$ cat src/rtl/task2_pkg.sv
// Shared definitions for the lab 2 fill-screen task.
//   - Screen geometry and counter widths.
//   - Fill FSM state encoding.
//   - Active-low 7-segment hex decoder. Only the optional status display
//     (FILL_HEX_STATUS_EN) uses it.
package task2_pkg;

  localparam int SCREEN_W = 160;
  localparam int SCREEN_H = 120;
  localparam int X_W      = 8;
  localparam int Y_W      = 7;

  localparam logic [X_W-1:0] X_LAST    = X_W'(SCREEN_W - 1);
  localparam logic [Y_W-1:0] Y_LAST    = Y_W'(SCREEN_H - 1);
  localparam logic [6:0]     HEX_BLANK = 7'h7F;

  typedef enum logic [1:0] {
    INIT = 2'd0,
    FILL = 2'd1,
    DONE = 2'd2
  } fill_state_t;

  // Segment order is {g,f,e,d,c,b,a}. A 0 lights the segment.
  function automatic logic [6:0] hex7seg(input logic [3:0] nib);
    logic [6:0] seg;
    case (nib)
      4'h0: seg = 7'h40;
      4'h1: seg = 7'h79;
      4'h2: seg = 7'h24;
      4'h3: seg = 7'h30;
      4'h4: seg = 7'h19;
      4'h5: seg = 7'h12;
      4'h6: seg = 7'h02;
      4'h7: seg = 7'h78;
      4'h8: seg = 7'h00;
      4'h9: seg = 7'h10;
      4'hA: seg = 7'h08;
      4'hB: seg = 7'h03;
      4'hC: seg = 7'h46;
      4'hD: seg = 7'h21;
      4'hE: seg = 7'h06;
      default: seg = 7'h0E;
    endcase
    return seg;
  endfunction

endpackage

$ cat src/rtl/task2_fill_engine.sv
// Frame fill engine. It writes each pixel of the screen exactly once, one per
// clock, in column-major order. Each pixel's colour is x[2:0].
//
//   state | meaning
//   ------+-----------------------------------------------------------
//   INIT  | one clock after reset release; the first pixel (0,0) is set up
//   FILL  | one pixel is presented per clock, with plot high
//   DONE  | frame complete; plot low, done high until the next reset
//
// Ports:
//   clk        in   system clock, rising edge
//   rst_n      in   asynchronous active-low reset
//   vga_x      out  pixel column, registered
//   vga_y      out  pixel row, registered
//   vga_colour out  pixel colour, registered
//   vga_plot   out  write strobe, registered
//   done       out  frame-complete flag, registered
module fill_engine
  import task2_pkg::*;
(
  input  logic           clk,
  input  logic           rst_n,
  output logic [X_W-1:0] vga_x,
  output logic [Y_W-1:0] vga_y,
  output logic [2:0]     vga_colour,
  output logic           vga_plot,
  output logic           done
);

  fill_state_t    state;
  fill_state_t    state_next;
  logic [X_W-1:0] x_next;
  logic [Y_W-1:0] y_next;
  logic           plot_next;
  logic           done_next;
  logic           last_px;

  // The pixel currently on the outputs is the final one of the frame.
  assign last_px = (vga_x == X_LAST) && (vga_y == Y_LAST);

  always_ff @(posedge clk or negedge rst_n) begin
    if (!rst_n) begin
      state <= INIT;
    end else begin
      state <= state_next;
    end
  end

  always_comb begin
    state_next = state;
    case (state)
      INIT:    state_next = FILL;
      FILL:    if (last_px) state_next = DONE;
      DONE:    state_next = DONE;
      default: state_next = INIT;
    endcase
  end

  // These are the values the outputs take on the next edge. The registers below
  // hold them, so every output is free of combinational glitches.
  always_comb begin
    x_next    = vga_x;
    y_next    = vga_y;
    plot_next = 1'b0;
    done_next = 1'b0;
    case (state)
      INIT: begin
        x_next    = '0;
        y_next    = '0;
        plot_next = 1'b1;
      end
      FILL: begin
        if (last_px) begin
          done_next = 1'b1;
        end else begin
          plot_next = 1'b1;
          if (vga_y == Y_LAST) begin
            y_next = '0;
            x_next = vga_x + X_W'(1);
          end else begin
            y_next = vga_y + Y_W'(1);
          end
        end
      end
      DONE: begin
        done_next = 1'b1;
      end
      default: begin
        x_next = '0;
        y_next = '0;
      end
    endcase
  end

  always_ff @(posedge clk or negedge rst_n) begin
    if (!rst_n) begin
      vga_x      <= '0;
      vga_y      <= '0;
      vga_colour <= '0;
      vga_plot   <= 1'b0;
      done       <= 1'b0;
    end else begin
      vga_x      <= x_next;
      vga_y      <= y_next;
      vga_colour <= x_next[2:0];
      vga_plot   <= plot_next;
      done       <= done_next;
    end
  end

endmodule

$ cat src/rtl/task2_fillscreen_top.sv
// Top level for the lab 2 fill-screen task. It maps board pins onto the fill
// engine and ties off the unused VGA analog pins.
//
// Optional feature, macro FILL_HEX_STATUS_EN:
//   defined   - HEX1:HEX0 show the current x and HEX3:HEX2 show the current y,
//               both in hex. HEX5:HEX4 are blank.
//   undefined - every HEX digit is blank (7'h7F).
//
// Ports:
//   CLOCK_50    in   50 MHz system clock
//   KEY[3]      in   asynchronous active-low reset; KEY[2:0] unused
//   SW          in   unused
//   LEDR        out  LEDR[0] = done, others 0
//   HEX0..HEX5  out  active-low 7-segment digits
//   VGA_R/G/B   out  tied 0
//   VGA_HS/VS   out  tied 1
//   VGA_CLK     out  tied 0
//   VGA_X/Y     out  pixel coordinate to the external adapter
//   VGA_COLOUR  out  pixel colour
//   VGA_PLOT    out  pixel write strobe
module task2_fillscreen_top
  import task2_pkg::*;
(
  input  logic           CLOCK_50,
  input  logic [3:0]     KEY,
  input  logic [9:0]     SW,
  output logic [9:0]     LEDR,
  output logic [6:0]     HEX0,
  output logic [6:0]     HEX1,
  output logic [6:0]     HEX2,
  output logic [6:0]     HEX3,
  output logic [6:0]     HEX4,
  output logic [6:0]     HEX5,
  output logic [7:0]     VGA_R,
  output logic [7:0]     VGA_G,
  output logic [7:0]     VGA_B,
  output logic           VGA_HS,
  output logic           VGA_VS,
  output logic           VGA_CLK,
  output logic [X_W-1:0] VGA_X,
  output logic [Y_W-1:0] VGA_Y,
  output logic [2:0]     VGA_COLOUR,
  output logic           VGA_PLOT
);

  logic done;
  logic unused_inputs;

  assign unused_inputs = ^{KEY[2:0], SW};

  fill_engine u_fill_engine (
    .clk        (CLOCK_50),
    .rst_n      (KEY[3]),
    .vga_x      (VGA_X),
    .vga_y      (VGA_Y),
    .vga_colour (VGA_COLOUR),
    .vga_plot   (VGA_PLOT),
    .done       (done)
  );

  assign LEDR    = {9'b0, done};
  assign VGA_R   = '0;
  assign VGA_G   = '0;
  assign VGA_B   = '0;
  assign VGA_HS  = 1'b1;
  assign VGA_VS  = 1'b1;
  assign VGA_CLK = 1'b0;

`ifdef FILL_HEX_STATUS_EN
  assign HEX0 = hex7seg(VGA_X[3:0]);
  assign HEX1 = hex7seg(VGA_X[7:4]);
  assign HEX2 = hex7seg(VGA_Y[3:0]);
  assign HEX3 = hex7seg({1'b0, VGA_Y[6:4]});
  assign HEX4 = HEX_BLANK;
  assign HEX5 = HEX_BLANK;
`else
  assign HEX0 = HEX_BLANK;
  assign HEX1 = HEX_BLANK;
  assign HEX2 = HEX_BLANK;
  assign HEX3 = HEX_BLANK;
  assign HEX4 = HEX_BLANK;
  assign HEX5 = HEX_BLANK;
`endif

endmodule

$ cat config.mk
export PLATFORM = sky130hd
export DESIGN_NAME = task2_fillscreen_top
export DESIGN_NICKNAME = d
export VERILOG_FILES = /design/src/rtl/task2_pkg.sv /design/src/rtl/task2_fill_engine.sv /design/src/rtl/task2_fillscreen_top.sv
export SDC_FILE = /design/constraint.sdc
export NUM_CORES = 1
export LEC_CHECK = 0
export CORE_ASPECT_RATIO = 1.2
export CORE_MARGIN = 4
export CORE_UTILIZATION = 39
export CTS_CLUSTER_SIZE = 16
export DETAILED_ROUTE_END_ITERATION = 8
export PLACE_DENSITY = 0.86
export SLEW_MARGIN = 10
export SYNTH_ARGS = -nofsm -noshare
export SYNTH_HDL_FRONTEND = slang
export SYNTH_SLANG_ARGS = --single-unit
$ cat constraint.sdc
create_clock -name CLOCK_50 -period 3 [get_ports CLOCK_50]
set_clock_uncertainty 0.2 [all_clocks]
set_input_delay 0.3 -clock CLOCK_50 [delete_from_list [all_inputs] [get_ports CLOCK_50]]
set_output_delay 0.3 -clock CLOCK_50 [all_outputs]
set_load 0.005 [all_outputs]
* After elaboration in Yosys (flattened, before gate mapping)
Cells that the tools add are included.
Widths: inputs -> output; s select.
** Word-level totals
- Bits of input ports :: 15
- Latch bits :: 0
- Memories :: 0
- RAM bits :: 0
- Memory bits (read-only) :: 0
- Word-level logic and storage cells :: 32
- Output and inout port bits :: 98
- Bits in registers :: 19
** Cells by class
- Bitwise gates (word level) :: 1
- Add/subtract/negate cells :: 2
- Muxes and demuxes :: 12
- Equal/unequal tests :: 7
- $lt $le $gt $ge :: 0
- Divide/modulo/power cells :: 0
- Reductions and logical operators :: 4
- Multiply operators :: 0
- Shifts and indexed selects :: 0
** Operators by type and width (count)
- $mux 8 :: 2
- $pmux 8 s2 :: 1
- $mux 7 :: 2
- $pmux 7 s2 :: 1
- $add 8x1->8 const B :: 1
- $eq 8x8->1 const B :: 1
- $add 7x1->7 const B :: 1
- $eq 7x7->1 const B :: 1
- $pmux 2 s3 :: 1
- $ne 2x1->1 const B :: 2
- $pmux 1 s2 :: 2
- $reduce_and 3->1 :: 1
- $eq 2x1->1 const B :: 1
- $eq 2x2->1 const B :: 1
- $logic_not 2->1 :: 1
- $mux 1 :: 2
- $mux 2 :: 1
- $ne 2x2->1 const B :: 1
- $reduce_and 2->1 :: 1
- $logic_and 1x1->1 :: 1
- $not 1->1 :: 1

* Logic depth before layout (Yosys ltp)
- Depth after elaboration :: 4
- Gate-level depth with buffers :: 7
- Gate-level depth less buffers :: 6

* Hierarchy
A second synthesis with hierarchy kept.
** Unflattened totals
- Cells, all modules :: 196
- Area, all modules :: 1705.4 µm²
** By module, submodules not included
- fill_engine :: seq. area each 475.5 µm², instances 1, cells each 115, area each 1104.8 µm²
- task2_fillscreen_top :: seq. area each 0.0 µm², instances 1, cells each 81, area each 600.6 µm²

* Least setup slack after synthesis
Ideal clock, no wire load.
- Path type :: reg2reg
- Start point :: reg u_fill_engine.vga_x[0]
- End point :: reg u_fill_engine.vga_x[5]
- Data required time :: 2.665 ns
- Cell stages (with the launch flop) :: 7
- Arrival :: 1.665 ns
- Path slack :: 1.000 ns
- Period minus slack after synthesis :: 2.000 ns
- Setup time :: 0.135 ns
- Path buffers :: 1
- Cells stage by stage :: dfrtp_1 > ha_1 > and4_1 > a211o_1 > a21oi_1 > buf_2 > a31oi_1
** Between the ends
- Word-level cells in the longest chain between the ends :: 4
- Elaborated cells between the ends (all ways) :: 8
- Those cells by class :: add/sub (1); eq/ne (2); mux (3); reduce/logical (2)
** RTL lines
- start: declaration :: RTL line task2_fill_engine.sv:23 : output logic [X_W-1:0] vga_x,
- start signal: assignment :: RTL line task2_fill_engine.sv:103 : vga_x <= x_next;
- $add 8x1->8 / $eq 8x8->1 (equally long branches) :: RTL line task2_fill_engine.sv:79, task2_fill_engine.sv:39
- $mux 8 / $logic_and 1x1->1 (equally long branches) :: RTL line task2_fill_engine.sv:77, task2_fill_engine.sv:39
- $mux 8 / $ne 2x2->1 (equally long branches)
- $pmux 8 s2 / $reduce_and 3->1 (equally long branches)
Several ways; a longest one is shown, not always the timed one. The select of a mux whose other input is x is not followed.
A chain may end at the register's enable or synchronous reset.

* Worst setup path in the final report
- Start point :: reg u_fill_engine.vga_x[0]
- End point :: reg u_fill_engine.vga_x[1]
The elaborated chain is that of the path after synthesis.

==> metrics.txt <==
Die Area ~0.0056 mm²; synth top area cells buf_4 36%, dfrtp_1 28%, ha_1 4.4%; antenna viol nets, final 0; hold buffers post-CTS 0; top-area cell type share of the netlist area 35.70%; Vias/cell 4.122; CTS clk-pin slew, worst paths 0.08 ns; Vias 1084; Overflow after GRT 0; CP arrival 2.33 ns; share of layout cells above drive strength 1 6.763%; crit start category flip-flop; Initial DRT Pass Iterations 4; Final HPWL DP 2216 µm; Worst-Margin Slew 0.8521 ns; Die Width 68.70 µm; Post-synth top cells 82 x buf_4, 19 x dfrtp_1, 13 x nand2_1; CP Class flip-flop to flip-flop; footprint of the multi-input gates 882.1 µm²; Starting DRT DRC Count 17; Synth Area per Inst 9.123 µm²; Primary FF master, synth dfrtp_1; setup violators final 0; Met3 Wirelength 298 µm; Distinct cells, synth 38; port buffer count 21; CTS tree yes; row count 26; drc violations 0; crit path cell chain ha_1 -> and4_1 -> a211o_1 -> a21oi_1 -> buf_4 -> mux2i_1; sinks on the clock net 19; Ys Warns 0; htree depth 1; Final GP Congestion 0.7349; number of flops mapped to enable cells by yosys 0; Leak Pwr 0.8510 nW; largest net degree at the start of global routing 20; Netlist Area Pre-Place ~0.0017 mm²; cells after synthesis about 190; CTS Root Buffer Type clkbuf_8; core area ~0.0043 mm²; Worst Setup End Kind flip-flop; metal2 WL roughly 1400 µm; Worst EP required 2.99 ns; initial antenna violation count 0; synthesis-to-finish area growth -0.1452%; post-route minimum period 2.341 ns; Max VDD drop about 0.13 mV; Antenna diodes 0; critical path fanouts, max 7; Tot GR Track Use 9.178%; Slew HR around 43%; clock buffer depth 2; nets 229; vias in the first global route about 840; RSZ-0062 raised after global routing false; power per cell area 271.7 mW/mm²; Met1 Wirelength 1051 µm; Slew Viols, Final 0; post-synthesis sequential area ratio 27.58%; first-pass GRT wire length just under 4000 µm; CP max stage cell dfrtp_1; number of I/O pins 113; Synth Register Bits 19; Max Clk Rate 0.4271 GHz; Max-Cap Viols 0; status finished clean; wire per inst 10.74 µm; post_cts resized 0; post-synth top area cell buf_4; max incr delay on CP 0.45 ns; post-layout power 0.0004677 W; post-synthesis async set-or-reset flop share 100.0%; Num CTS Buffers 3; setup tns final 0 ns; Post-CTS Setup Bufs 0; DRT Wirelength 2825 µm; initial core utilization 40.46%; endpoints failing hold 0; worst-skew pair later-pin latency 0.26 ns; period utilization 78.05%; sequential cell area 475.5 µm²; count leader, synth buf_4; die height 80.84 µm; Hold Crit Class input pin to asynchronous set/reset pin; uppermost layer routed met4; total of fill cells in the finished design 454
final timing paths:
check                      slack (ns)                    from  cells past startpoint                     end
max                              0.66  u_fill_engine.vga_x[0]                      6  u_fill_engine.vga_x[1]
min                              0.32                  KEY[3]                      1  u_fill_engine.vga_x[2]
max reg2reg                      0.66  u_fill_engine.vga_x[0]                      6  u_fill_engine.vga_x[1]
min reg2reg                      0.34  u_fill_engine.vga_x[4]                      1  u_fill_engine.vga_x[4]
max in group asynchronous        1.75                  KEY[3]                      1  u_fill_engine.vga_x[7]
min in group CLOCK_50            0.34  u_fill_engine.vga_x[4]                      1  u_fill_engine.vga_x[4]
metrics by stage:
| stage | cell area, µm² | util [%] | hold WS [ns] | setup WS, ns | instances |
|---|---|---|---|---|---|
| floorplan | 2009 | - | -0.1956 | 0.9996 | 265 |
| global placement | 1675 | 39.31 | 0.3186 | 0.7059 | 259 |
| detailed placement | 1675 | 39.31 | 0.3345 | 0.6743 | 259 |
| CTS | 1722 | 40.40 | 0.3449 | 0.6538 | 263 |
| global route | 1722 | 40.40 | 0.3776 | 0.5635 | 263 |
| finish | 1722 | 40.40 | 0.3225 | 0.6586 | 263 |
placed cells by master (no fill, tap or decap), types with 3 or more instances in the layout:
cell type and instances:
conb_1 78, dfrtp_1 19, a41oi_1 3, nand2b_1 5
inv_1 6, o21ai_0 4, a21oi_1 6, clkbuf_8 3
nand2_1 13, nor2_1 3, nand3_1 3, clkdlybuf4s50_1 21
ha_1 6, or3_1 3, a31oi_1 4
routing by layer:
layer  up-vias  global-route usage (%)
met2        58                   15.09
met5         -                       0
li1        509                       -
met1       512                   11.42
met4         0                   3.509
met3         5                   2.213
cells by family after synthesis:
logic type | share of synthesized area (%)
AOI/OAI and AO/OA | 12.56
buffers and inverters | 37.81
xor gates and xnor gates | 1.524
DFF | 27.58
adders and majority gates | 4.354
other | 0.4356
and+or+nand+nor | 13.86
muxes | 1.887
layout make-up:
class	instances	area share, %
Clock buffer	3	2.398
Clock inverter	1	0.2907
Inverter	6	1.308
Multi-Input combinational cell	155	51.24
Sequential cell	19	27.62
Tap cell	56	4.070
Timing Repair Buffer	23	13.08
critical path, delay by kind of cell (launching register included):
family | cells | cell delay (ns)
compound gates | 2 | 0.64
flops | 1 | 0.45
simple gates | 1 | 0.29
fa+ha+maj | 1 | 0.27
buf+inv | 1 | 0.24
mux | 1 | 0.19
report_power, final:
part            total, W  internal, W  switching [W]
clock network   0.000182    0.0000924      0.0000894
logic          0.0000300   0.00000114      0.0000289
registers       0.000256     0.000256              0
flip-flops by register name, summed over array words and instances, names as in the netlist:
| signal | cells |
|---|---|
| u_fill_engine.vga_x | 8 |
| u_fill_engine.state | 2 |
| u_fill_engine.vga_y | 7 |
| u_fill_engine.vga_plot | 1 |
| u_fill_engine.done | 1 |
Note: power is estimated with default switching activity, not from simulation.
